File: src/rtl/ps2_device_tx.sv
// Device-side PS/2 transmitter: serialises one byte per request into an 11-bit frame on open-drain clk/data.
// Latency: IDLE_HOLD idle-bus cycles, then 22*HALF_PERIOD frame cycles plus HALF_PERIOD tail, then done pulse.
// Backpressure: send is accepted only while busy=0 (IDLE); host inhibit (clock held low) aborts the frame.
//
// Ports:
//   ck, reset            system clock (posedge), asynchronous active-low reset
//   send, data_in[7:0]   transmit request and byte to send
//   ps2_clk_in/data_in   sampled wired-AND PS/2 lines
//   ps2_clk_oe/data_oe   1 = pull the line low, 0 = release
//   busy, done, aborted  status; done/aborted are single-cycle pulses, busy drops with them
module ps2_device_tx #(
    parameter int HALF_PERIOD = 2000,
    parameter int IDLE_HOLD   = 5000,
    parameter int CW          = 16
) (
    input  logic       ck,
    input  logic       reset,
    input  logic       send,
    input  logic [7:0] data_in,
    input  logic       ps2_clk_in,
    input  logic       ps2_data_in,
    output logic       ps2_clk_oe,
    output logic       ps2_data_oe,
    output logic       busy,
    output logic       done,
    output logic       aborted
);

    typedef enum logic [2:0] {
        S_IDLE,
        S_WAIT_BUS,
        S_BIT_HI,
        S_BIT_LO,
        S_FINISH,
        S_ABORT
    } state_t;

    localparam logic [CW-1:0] HP_LAST = CW'(HALF_PERIOD - 1);
    localparam logic [CW-1:0] IH_LAST = CW'(IDLE_HOLD - 1);
    localparam logic [3:0]    IDX_STOP = 4'd10;

    state_t         r_state, w_state;
    logic [CW-1:0]  r_cnt, w_cnt;
    logic [3:0]     r_idx, w_idx;
    logic [10:0]    r_frame, w_frame;
    logic           r_clk_oe, w_clk_oe;
    logic           r_data_oe, w_data_oe;
    logic           r_busy, w_busy;
    logic           r_done, w_done;
    logic           r_aborted, w_aborted;

    logic           w_half_end;
    logic           w_bus_idle;

    assign w_half_end = (r_cnt == HP_LAST);
    assign w_bus_idle = ps2_clk_in & ps2_data_in;

    // Outputs are computed for the next state and registered, so every
    // line change lands exactly on a state boundary.
    always_comb begin
        w_state   = r_state;
        w_cnt     = r_cnt;
        w_idx     = r_idx;
        w_frame   = r_frame;
        w_clk_oe  = r_clk_oe;
        w_data_oe = r_data_oe;
        w_busy    = r_busy;
        w_done    = 1'b0;
        w_aborted = 1'b0;

        case (r_state)
            S_IDLE: begin
                w_clk_oe  = 1'b0;
                w_data_oe = 1'b0;
                if (send) begin
                    // stop, odd parity, data LSB..MSB, start; bit 0 goes out first
                    w_frame = {1'b1, ~^data_in, data_in, 1'b0};
                    w_idx   = 4'd0;
                    w_cnt   = '0;
                    w_busy  = 1'b1;
                    w_state = S_WAIT_BUS;
                end
            end

            S_WAIT_BUS: begin
                if (w_bus_idle) begin
                    if (r_cnt == IH_LAST) begin
                        w_cnt     = '0;
                        w_state   = S_BIT_HI;
                        w_clk_oe  = 1'b0;
                        w_data_oe = ~r_frame[r_idx];
                    end else begin
                        w_cnt = r_cnt + 1'b1;
                    end
                end else begin
                    w_cnt = '0;
                end
            end

            S_BIT_HI: begin
                if (w_half_end) begin
                    w_cnt = '0;
                    // Clock still low while we release it means the host is inhibiting.
                    // Once the stop bit is on the wire the frame is treated as delivered.
                    if (!ps2_clk_in && (r_idx <= 4'd9)) begin
                        w_state   = S_ABORT;
                        w_clk_oe  = 1'b0;
                        w_data_oe = 1'b0;
                        w_aborted = 1'b1;
                        w_busy    = 1'b0;
                        w_frame   = '0;
                    end else begin
                        w_state  = S_BIT_LO;
                        w_clk_oe = 1'b1;
                    end
                end else begin
                    w_cnt = r_cnt + 1'b1;
                end
            end

            S_BIT_LO: begin
                if (w_half_end) begin
                    w_cnt    = '0;
                    w_clk_oe = 1'b0;
                    if (r_idx == IDX_STOP) begin
                        w_state   = S_FINISH;
                        w_data_oe = 1'b0;
                    end else begin
                        // Data only moves while the clock is released.
                        w_idx     = r_idx + 4'd1;
                        w_state   = S_BIT_HI;
                        w_data_oe = ~r_frame[w_idx];
                    end
                end else begin
                    w_cnt = r_cnt + 1'b1;
                end
            end

            S_FINISH: begin
                w_clk_oe  = 1'b0;
                w_data_oe = 1'b0;
                if (w_half_end) begin
                    w_cnt   = '0;
                    w_state = S_IDLE;
                    w_done  = 1'b1;
                    w_busy  = 1'b0;
                end else begin
                    w_cnt = r_cnt + 1'b1;
                end
            end

            S_ABORT: begin
                w_clk_oe  = 1'b0;
                w_data_oe = 1'b0;
                w_state   = S_IDLE;
            end

            default: begin
                w_state   = S_IDLE;
                w_cnt     = '0;
                w_idx     = 4'd0;
                w_clk_oe  = 1'b0;
                w_data_oe = 1'b0;
                w_busy    = 1'b0;
            end
        endcase
    end

    always_ff @(posedge ck or negedge reset) begin
        if (!reset) begin
            r_state   <= S_IDLE;
            r_cnt     <= '0;
            r_idx     <= 4'd0;
            r_frame   <= '0;
            r_clk_oe  <= 1'b0;
            r_data_oe <= 1'b0;
            r_busy    <= 1'b0;
            r_done    <= 1'b0;
            r_aborted <= 1'b0;
        end else begin
            r_state   <= w_state;
            r_cnt     <= w_cnt;
            r_idx     <= w_idx;
            r_frame   <= w_frame;
            r_clk_oe  <= w_clk_oe;
            r_data_oe <= w_data_oe;
            r_busy    <= w_busy;
            r_done    <= w_done;
            r_aborted <= w_aborted;
        end
    end

    assign ps2_clk_oe  = r_clk_oe;
    assign ps2_data_oe = r_data_oe;
    assign busy        = r_busy;
    assign done        = r_done;
    assign aborted     = r_aborted;

endmodule

File: config.mk
export PLATFORM = sky130hd
export DESIGN_NAME = ps2_device_tx
export DESIGN_NICKNAME = d
export VERILOG_FILES = /design/src/rtl/ps2_device_tx.sv
export SDC_FILE = /design/constraint.sdc
export NUM_CORES = 1
export LEC_CHECK = 0
export BUFFER_PORTS_ARGS = -buffer_cell sky130_fd_sc_hd__buf_2
export CAP_MARGIN = 40
export CORE_UTILIZATION = 60
export CTS_BUF_LIST = sky130_fd_sc_hd__clkbuf_8
export DETAILED_ROUTE_END_ITERATION = 16
export PLACE_DENSITY = 0.8
export SLEW_MARGIN = 20
export SYNTH_ARGS = -nofsm -noshare
export SYNTH_HDL_FRONTEND = slang
export SYNTH_SLANG_ARGS = --single-unit
File: constraint.sdc
create_clock -name ck -period 3.4 [get_ports ck]
set_input_delay 0.34 -clock ck [delete_from_list [all_inputs] [get_ports ck]]
set_output_delay 0.34 -clock ck [all_outputs]
set_load 0.005 [all_outputs]
==> impl_metrics.csv, run 1 <==
group,metric,value,unit
yosys,synth_top_flop_cell,"dfrtp_1",
clock_tree,clock_sinks,38,
sta,setup_viol,0,
drt,wl,4780,um
global_route,overflow,0,
clock_tree,clockRootBuffer,"clkbuf_8",
drt,viasPerCell,6.24,
yosys,synth_area,0.00231,mm2
place,numPortBuffers,17,
setup_path,critical_path_class,"flop to flop",
yosys,synth_edf_count,0,
floorplanning,die_x,64.0,um
floorplanning,core,0.00369,mm2
yosys,synth-seq-cells,38,
setup_path,worst_path_max_delay_cell,"or4_4",
pwr,p_leak,1.09,nW
yosys,syn_avg_cell_area,9.75,um2
sta,tns,0,ns
drt,initialDrtViolationCount,203,
place,gp_congestion,0.946,
drt,num_vias,1892,
pwr,power.density,561,mW/mm2
setup_path,crit_arrival,2.57,ns
yosys,async_flop_share,100,%
setup_path,slowest_delay,0.60,ns
finish,antenna_cells,0,
setup_path,r2r_start,"r_cnt[4]",
finish,nets,272,
sta,finalClockSkew,0.00791,ns
global_route,grt_pass1_vias,1788,
floorplanning,die_y,64.0,um
clock_tree,path_clk_slew,0.07,ns
setup_path,r2r_slack,1.01,ns
drt,routedWlPerCell,15.8,um
finish,layout-drive-gt1-share,15.3,%
sta,rsz0062_at_grt,"no",
sta,tightest_slew,0.764,ns
yosys,ys_seq_area_share,41.2,%
global_route,gr-usage-all-layers,27.0,%
global_route,grt_antenna_before_repair,0,
sta,hold_violations,0,
sta,finalCritPeriodShare,70.4,%
drt,drc,0,
setup_path,cp-end-kind,"flop",
setup_path,path_max_fanout,8,
worst_hold_path,worstHoldStart,"data_in[3]",
global_route,grt_pass1_wl,8430,um
clock_tree,cts_max_level,2,
clock_tree,clockBufferDepth,2,
clock_tree,clk_latency,0.29,ns
sta,fin_crit,2.39,ns
place,dp_hpwl,3470,um
yosys,yosysWarnings,0,
yosys,netlist-cell-type-count,53,
yosys,syn_nets,255,
yosys,netlist_instances,237,
sta,slew_headroom,48.8,%
pwr,report.power.total,1.43,mW
run_status,status,"finished clean",
finish,area_growth,10.4,%
clock_tree,cts_made_buffers,5,
drt,dr.pass1.iters,4,
setup_path,crit_start,"r_cnt[4]",
global_route,grt_max_degree,39,
clock_tree,cts-resized-gates,0,
worst_hold_path,hold_class,"input pin to flop",
setup_path,path_cells,"or4_4 > nor4_4 > o22ai_1 > a21o_1 > a22o_1",
pwr,peakVddDrop,0.326,mV
floorplanning,initial_core_util,62.6,%
sta,drv_slew,0,
clock_tree,cts_tree,"built",
setup_path,required,3.58,ns
floorplanning,num_io_pins,18,
floorplanning,rows,22,
drt,antenna_left,0,
setup_path,start_kind,"flop",
floorplanning,die-area,0.00410,mm2
run,cap_violations,0,
sta,fmax,418,MHz
per-stage QoR:
stage | cells | setup slack, ns | util (%) | hold slack, ns | cell area (um2)
floorplan | 237 | 1.13 | - | 0.0444 | 2310
global placement | 293 | 1.07 | 65.6 | 0.484 | 2420
detailed placement | 293 | 1.05 | 65.6 | 0.479 | 2420
CTS | 301 | 1.03 | 68.1 | 0.164 | 2510
global route | 303 | 0.830 | 69.1 | 0.302 | 2550
finish | 303 | 1.01 | 69.1 | 0.294 | 2550
registers in the layout (all words and copies together), names as in the netlist:
| register | count |
|---|---|
| aborted | 1 |
| busy | 1 |
| done | 1 |
| ps2_clk_oe | 1 |
| ps2_data_oe | 1 |
| r_cnt | 16 |
| r_frame | 10 |
| r_idx | 4 |
| r_state | 3 |
where the power goes:
part / switching [mW] / internal (mW)
logic: 0.194 / 0.218
registers: 0.141 / 0.555
clock network: 0.160 / 0.161
total: 0.496 / 0.934
routing by layer:
metal	GRT usage, %	share of wire, %
met1	37.3	47
met2	41.8	45
met3	5.00	5.9
met4	10.8	1.7
met5	0	0
cells by family after synthesis:
family	count (synthesis)	share of synthesized area, %
simple gates	93	23.3
xor+xnor	19	7.20
buf+inv	18	3.25
flops	38	41.2
mux	9	5.15
compound gates	55	17.2
fa+ha+maj	5	2.71
critical path, delay by kind of cell, from the launching register on:
kind             cells  cell delay (ns)
AO/OA/AOI/OAI        3             0.81
AND/OR/NAND/NOR      2             1.03
flip-flops           1             0.45
repair_timing:
| action | CTS | global route |
|---|---|---|
| hold endpoints to repair | 0 | 13 |
| buffers inserted | 0 | 0 |
| hold buffers | 0 | 1 |
placed cells by master (no fill, tap or decap), drive strengths merged, types with 7 or more instances in the layout:
| cell type | netlist | layout |
|---|---|---|
| a21oi | 9 | 9 |
| a22o | 12 | 12 |
| buf | 1 | 20 |
| dfrtp | 38 | 38 |
| inv | 7 | 8 |
| nand2 | 13 | 13 |
| nand3 | 8 | 8 |
| nor2 | 21 | 21 |
| nor4 | 7 | 7 |
| o21ai | 7 | 7 |
| xnor2 | 18 | 18 |
final cells by class:
| cell class | instances | area (um2) |
|---|---|---|
| fill | 293 | 1140 |
| multi-input combinational | 181 | 1280 |
| tap | 48 | 60.1 |
| inverter | 7 | 26.3 |
| sequential | 38 | 951 |
| timing repair buffer | 21 | 138 |
| clock inverter | 2 | 8.76 |
| clock buffer | 6 | 82.6 |
path summary, 6_finish.rpt:
| kind | endpoint | cells past startpoint |
|---|---|---|
| worst min register to register | r_frame[5] | 1 |
| worst min-delay path | r_frame[4] | 2 |
| worst max register to register | r_cnt[4] | 5 |
| worst max-delay path | r_cnt[4] | 5 |
| min in group asynchronous | r_idx[3] | 2 |
| max in group asynchronous | r_cnt[7] | 3 |
synth_stat cells (2+ instances only):
cell | count | area (um2)
nand4_1 | 6 | 37.5
or4_4 | 2 | 22.5
or3_1 | 3 | 18.8
nor3b_1 | 2 | 15.0
nor3_1 | 6 | 30.0
nor2b_1 | 5 | 31.3
clkbuf_1 | 10 | 37.5
mux4_2 | 2 | 45.0
o2bb2ai_1 | 2 | 17.5
a22o_1 | 12 | 105
o21ai_1 | 3 | 15.0
inv_1 | 7 | 26.3
nand3_1 | 8 | 40.0
nor4_1 | 5 | 31.3
nor2_1 | 21 | 78.8
nand3b_1 | 4 | 30.0
mux2i_1 | 4 | 40.0
mux2_2 | 3 | 33.8
o31ai_1 | 2 | 15.0
o211ai_1 | 4 | 30.0
a21oi_1 | 9 | 45.0
o22ai_1 | 3 | 18.8
ha_1 | 5 | 62.6
xnor2_1 | 18 | 158
and3_1 | 4 | 25.0
a311oi_1 | 2 | 17.5
dfrtp_1 | 38 | 951
a211oi_1 | 3 | 22.5
o21ai_0 | 3 | 15.0
a31oi_1 | 4 | 25.0
and2_1 | 3 | 18.8
nand2_1 | 13 | 48.8
Note: power is estimated with default switching activity, not from simulation.
==> run 2, diff against run 1 <==
--- a/config.mk
+++ b/config.mk
@@ -5,12 +5,13 @@
 export SDC_FILE = /design/constraint.sdc
 export NUM_CORES = 1
 export LEC_CHECK = 0
+export ABC_AREA = 1
 export BUFFER_PORTS_ARGS = -buffer_cell sky130_fd_sc_hd__buf_2
 export CAP_MARGIN = 40
-export CORE_UTILIZATION = 60
+export CORE_UTILIZATION = 57
 export CTS_BUF_LIST = sky130_fd_sc_hd__clkbuf_8
 export DETAILED_ROUTE_END_ITERATION = 16
-export PLACE_DENSITY = 0.8
+export PLACE_DENSITY = 0.79
 export SLEW_MARGIN = 20
 export SYNTH_ARGS = -nofsm -noshare
 export SYNTH_HDL_FRONTEND = slang
==> constraint.sdc (replaced) <==
create_clock -name ck -period 2.2 [get_ports ck]
set_input_delay 0.22 -clock ck [delete_from_list [all_inputs] [get_ports ck]]
set_output_delay 0.22 -clock ck [all_outputs]
set_load 0.005 [all_outputs]
==> run 2 against run 1 <==
Sequential share of layout area is 3.5 points lower. Cell area is 10% higher. Global-route usage is 0.061 points higher. Clock power is 50% higher. Total power is 97% higher. Clock-buffer cell count stayed put. Worst setup slack worse by 0.71 ns. Worst hold slack worse by 0.14 ns. Clock skew is 0.0021 ns higher. Non-clock buffer count is 2 higher. Sequential power is 45% higher. Critical path depth is 4 higher. Largest power group is now combinational cells.
==> impl_metrics.csv, run 2 <==
group,metric,value,unit
run_status,status,"finished clean",
yosys,synth-xor-area-share,4.14,%
setup_path,crit_arrival,2.12,ns
yosys,netlist_instances,361,
global_route,overflow,0,
place,dp_hpwl,4160,um
pwr,power.density,1000,mW/mm2
yosys,netlist-cell-type-count,31,
clock_tree,cts_tree,"built",
worst_hold_path,hold_class,"input pin to flop",
clock_tree,cts_max_level,2,
sta,finalCritPeriodShare,86.3,%
drt,dr.pass1.iters,5,
finish,final_cell_mix,"116 x nand2_1, 42 x nor2_1, 39 x nand3_1",
yosys,synth_top_area_share,37.4,%
finish,final_cell_area,0.00281,mm2
yosys,synth_top_flop_cell,"dfrtp_1",
drt,initialDrtViolationCount,254,
floorplanning,die_x,68.8,um
run,cap_violations,0,
yosys,synth_area,0.00254,mm2
yosys,yosysWarnings,0,
setup_path,r2r_slack,0.30,ns
global_route,grt_pass1_vias,2115,
finish,antenna_cells,0,
drt,antenna_left,0,
yosys,synth_most_common_cell,"nand2_1",
finish,reg_top3,"r_cnt x16, r_frame x10, r_idx x4",
global_route,grt_max_degree,23,
sta,rsz0062_at_grt,"no",
setup_path,required,2.42,ns
finish,final_common_cell,"nand2_1",
drt,routedWlPerCell,12.7,um
sta,hold_violations,0,
floorplanning,num_io_pins,18,
floorplanning,die-area,0.00473,mm2
finish,utilization,67.9,%
finish,nets,405,
place,numPortBuffers,17,
drt,viasPerCell,5.44,
global_route,grt_antenna_before_repair,0,
sta,drv_slew,0,
place,dp.cells,429,
clock_tree,clock_sinks,38,
yosys,synth_edf_count,0,
sta,finalClockSkew,0.00998,ns
yosys,ys_top_cells_by_count,"116 x nand2_1, 42 x nor2_1, 39 x nand3_1",
floorplanning,initial_core_util,61.3,%
finish,stdcell_count,436,
finish,largest_reg_flops,16,
finish,layout-drive-gt1-share,15.3,%
global_route,grt_pass1_wl,9410,um
yosys,ys_seq_area_share,37.4,%
place,placed_cell_area,0.00272,mm2
setup_path,critical_path_class,"flop to flop",
yosys,synth-seq-cells,38,
sta,tightest_slew,0.443,ns
floorplanning,die_y,68.8,um
yosys,synth_top_family_by_area,"simple AND/OR/NAND/NOR gates",
global_route,gr-usage-all-layers,27.0,%
sta,fmax,527,MHz
drt,wl,5530,um
setup_path,start_kind,"flop",
clock_tree,cts_made_buffers,5,
place,gp_congestion,0.932,
setup_path,cp-end-kind,"flop",
yosys,synthTopCellsByArea,"dfrtp_1 37%, nand2_1 17%, nand3_1 7.7%",
drt,num_vias,2370,
yosys,async_flop_share,100,%
setup_path,path_max_fanout,9,
yosys,synth_simple_gate_area_share,43.3,%
floorplanning,rows,23,
clock_tree,clockBufferDepth,2,
clock_tree,clockRootBuffer,"clkbuf_8",
yosys,synth_top_cell_by_area,"dfrtp_1",
yosys,syn_nets,379,
yosys,syn_avg_cell_area,7.04,um2
floorplanning,core,0.00414,mm2
finish,top_register,"r_cnt",
yosys,muxShareOfSynthArea,0,%
finish,area_growth,10.7,%
sta,fin_crit,1.90,ns
sta,tns,0,ns
yosys,synth_compound_area_share,5.42,%
sta,slew_headroom,70.4,%
clock_tree,cts-resized-gates,0,
clock_tree,path_clk_slew,0.07,ns
pwr,p_leak,1.46,nW
drt,drc,0,
place,place_ws,0.328,ns
sta,setup_viol,0,
yosys,yosys.area_share.adder,2.46,%
sta,setup_slack,0.302,ns
clock_tree,clk_latency,0.29,ns
pwr,peakVddDrop,0.608,mV
==> run 2: power breakdown <==
group	total [mW]	switching (mW)	internal, mW
logic	1.33	0.859	0.472
registers	1.01	0.142	0.869
clock network	0.480	0.239	0.242
==> run 2: path summary, 6_finish.rpt <==
check,from,end,depth (start not counted)
setup / recovery,r_idx[1],r_frame[9],9
hold / removal,data_in[3],r_frame[4],3
setup reg to reg,r_idx[1],r_frame[9],9
hold reg to reg,r_frame[5],r_frame[5],2
max in group asynchronous,reset,r_frame[7],3
min in group asynchronous,reset,r_cnt[13],2
==> run 2: worst max-delay path, cell delays in order (launching register included) <==
cell     delay, ns
dfrtp_1       0.50
inv_1         0.19
ha_1          0.22
o21ai_0       0.17
a21oi_1       0.11
nand2_1       0.11
nor2_2        0.07
nor2_2        0.27
nand2_1       0.09
o21ai_1       0.08
==> run 2: layout make-up <==
type	count	area (um2)
tap	50	62.6
clock buffer	6	82.6
timing repair buffer	23	153
inverter	42	158
sequential	38	951
multi-input combinational	277	1410
fill	372	1330
==> run 2: repair_timing <==
item / CTS / global route
hold endpoints to repair: 16 / 0
setup buffers: 0 / 0
endpoints found under the setup margin: 0 / 0
hold buffers: 1 / 0
==> run 2: cell families (layout without fill, tap and decap cells) <==
family | Yosys count | count (layout)
simple gates | 238 | 238
buf+inv | 46 | 71
flops | 38 | 38
compound gates | 22 | 22
xor+xnor | 12 | 12
fa+ha+maj | 5 | 5
==> run 2: routing by layer <==
layer	vias to the layer above	track usage (%)	wire, um	share of wire (%)
met3	7	6.09	393	7.1
met1	1069	36.1	2560	46
li1	1200	-	-	-
met4	0	9.95	85	1.5
met2	94	42.6	2500	45
met5	-	0	0	0
==> run 2: through the flow <==
stage	total power, mW	hold WS [ns]
finish	2.82	0.154
detailed placement	2.34	0.186
CTS	2.84	0.147
floorplan	2.01	-0.0756
global route	3.07	0.156
global placement	2.30	0.366
==> run 3, diff against run 2 <==
--- a/config.mk
+++ b/config.mk
@@ -6,11 +6,11 @@
 export NUM_CORES = 1
 export LEC_CHECK = 0
 export ABC_AREA = 1
-export BUFFER_PORTS_ARGS = -buffer_cell sky130_fd_sc_hd__buf_2
 export CAP_MARGIN = 40
-export CORE_UTILIZATION = 57
+export CORE_UTILIZATION = 60
 export CTS_BUF_LIST = sky130_fd_sc_hd__clkbuf_8
 export DETAILED_ROUTE_END_ITERATION = 16
+export DONT_BUFFER_PORTS = 1
 export PLACE_DENSITY = 0.79
 export SLEW_MARGIN = 20
 export SYNTH_ARGS = -nofsm -noshare
==> run 3 against run 2 <==
Sequential power hardly changed. Cell count is 3.9% lower. First-iteration DRC count is 38% lower. Largest cell class unchanged.
==> impl_metrics.csv, run 3 (synthesis results as in run 2) <==
group,metric,value,unit
setup_path,r2r_start,"r_idx[1]",
clock_tree,clockRootBuffer,"clkbuf_8",
worst_hold_path,holdPathEnd,"r_frame[2]",
finish,stdcell_count,419,
sta,tns,0,ns
sta,fin_crit,1.83,ns
worst_hold_path,hold_class,"input pin to flop",
drt,viasPerCell,5.51,
pwr,p_leak,1.38,nW
floorplanning,num_io_pins,18,
setup_path,path_cells,"inv_1 > ha_1 > o21ai_0 > a21oi_1 > nand2_1 > nor2_2 > nor2_2 > nand2_1 > o21ai_1",
global_route,use_met3,7.02,%
place,dp_hpwl,4220,um
clock_tree,cts_made_buffers,5,
setup_path,r2r_slack,0.37,ns
run,cap_violations,0,
setup_path,critical_path_class,"flop to flop",
clock_tree,cts_max_level,2,
floorplanning,die_y,67.1,um
setup_path,cp-end-kind,"flop",
clock_tree,path_clk_slew,0.07,ns
run_status,status,"finished clean",
setup_path,cp_top_family,"flip-flops",
drt,dr.pass1.iters,4,
sta,rsz0062_at_grt,"no",
finish,final_cell_mix,"116 x nand2_1, 42 x nor2_1, 39 x nand3_1",
finish,utilization,67.5,%
drt,wl,5590,um
setup_path,worst_path_max_delay_cell,"dfrtp_1",
setup_path,ff2ff_path_depth,9,
finish,final_common_cell,"nand2_1",
setup_path,required,2.41,ns
clock_tree,cts-resized-gates,0,
sta,slew_headroom,78.9,%
finish,top_register,"r_cnt",
drt,drc,0,
sta,hold_violations,0,
global_route,grt_pass1_vias,2110,
sta,drv_slew,0,
sta,setup_viol,0,
worst_hold_path,worstHoldStart,"data_in[1]",
global_route,grt_pass1_wl,9400,um
floorplanning,die_x,67.1,um
global_route,gr-usage-all-layers,28.0,%
place,numPortBuffers,0,
clock_tree,cts_tree,"built",
global_route,grt_max_degree,39,
finish,reg_top3,"r_cnt x16, r_frame x10, r_idx x4",
floorplanning,rows,23,
drt,num_vias,2309,
sta,tightest_slew,0.314,ns
clock_tree,clockBufferDepth,2,
finish,layout-drive-gt1-share,11.4,%
floorplanning,core,0.00403,mm2
floorplanning,die-area,0.00450,mm2
place,dp.cells,411,
clock_tree,clock_sinks,38,
global_route,busiest_layer,"met2",
place,gp_congestion,0.939,
global_route,overflow,0,
sta,fmax,545,MHz
setup_path,start_kind,"flop",
drt,initialDrtViolationCount,157,
setup_path,crit_arrival,2.05,ns
worst_hold_path,hold_path_depth,2,
global_route,grt_antenna_before_repair,0,
clock_tree,cts_setup_buffers,0,
finish,largest_reg_flops,16,
pwr,power.density,1020,mW/mm2
drt,antenna_left,0,
global_route,met1_usage,38.9,%
sta,finalCritPeriodShare,83.4,%
setup_path,crit_buf_inv,1,
floorplanning,initial_core_util,63.1,%
drt,routedWlPerCell,13.3,um
clock_tree,clk_latency,0.29,ns
setup_path,path_max_fanout,9,
finish,area_growth,7.04,%
finish,antenna_cells,0,
finish,nets,388,
global_route,grt.met2_usage,41.4,%
setup_path,timing.rr.end,"r_frame[9]",
setup_path,slowest_delay,0.51,ns
pwr,peakVddDrop,0.547,mV
sta,finalClockSkew,0.00803,ns
-- run 3: changes by cell type in the layout (fill, tap and decap cells not counted), sizes merged --
cell,previous run,this run
buf,22,5
-- run 3: where the power goes --
group / internal, mW / switching [mW]
combinational: 0.445 / 0.832
sequential: 0.869 / 0.159
clock: 0.242 / 0.227
total: 1.56 / 1.22
-- run 3: layout make-up --
cell class	count	area, um2
flip-flops and latches	38	951
clock buffers	6	82.6
inverters	42	158
well taps	50	62.6
fillers	348	1310
repair buffers	6	60.1
multi-input cells	277	1410
-- run 3: through the flow --
step	setup WS [ns]	hold WS, ns	power [mW]	area (um2)
final	0.365	0.0487	2.77	2720
after global routing	0.0456	0.0553	3.03	2720
after CTS	0.372	0.0450	2.77	2720
after detailed placement	0.412	-0.0748	2.28	2610
after global placement	0.418	-0.0747	2.24	2610
after floorplan	0.566	-0.0756	2.01	2540
-- run 3: repair_timing --
item / 4_1_cts / 5_1_grt
hold buffers: 2 / 0
endpoints found under the setup margin: 0 / 0
endpoints found under the hold margin: 38 / 0
-- run 3: worst max path at each step --
stage | from | endpoint | slack [ns] | depth (start not counted)
after floorplan | r_idx[0] | r_frame[9] | 0.57 | 10
after global placement | r_idx[1] | r_frame[9] | 0.42 | 9
after detailed placement | r_idx[1] | r_frame[9] | 0.41 | 9
after CTS | r_idx[1] | r_frame[9] | 0.37 | 9
after global routing | r_idx[1] | r_frame[5] | 0.05 | 9
final | r_idx[1] | r_frame[9] | 0.37 | 9
-- run 3: layer usage --
layer,wire [um],share of wire (%)
met3,419,7.5
met2,2450,44
met4,93,1.7
met1,2630,47
met5,0,0
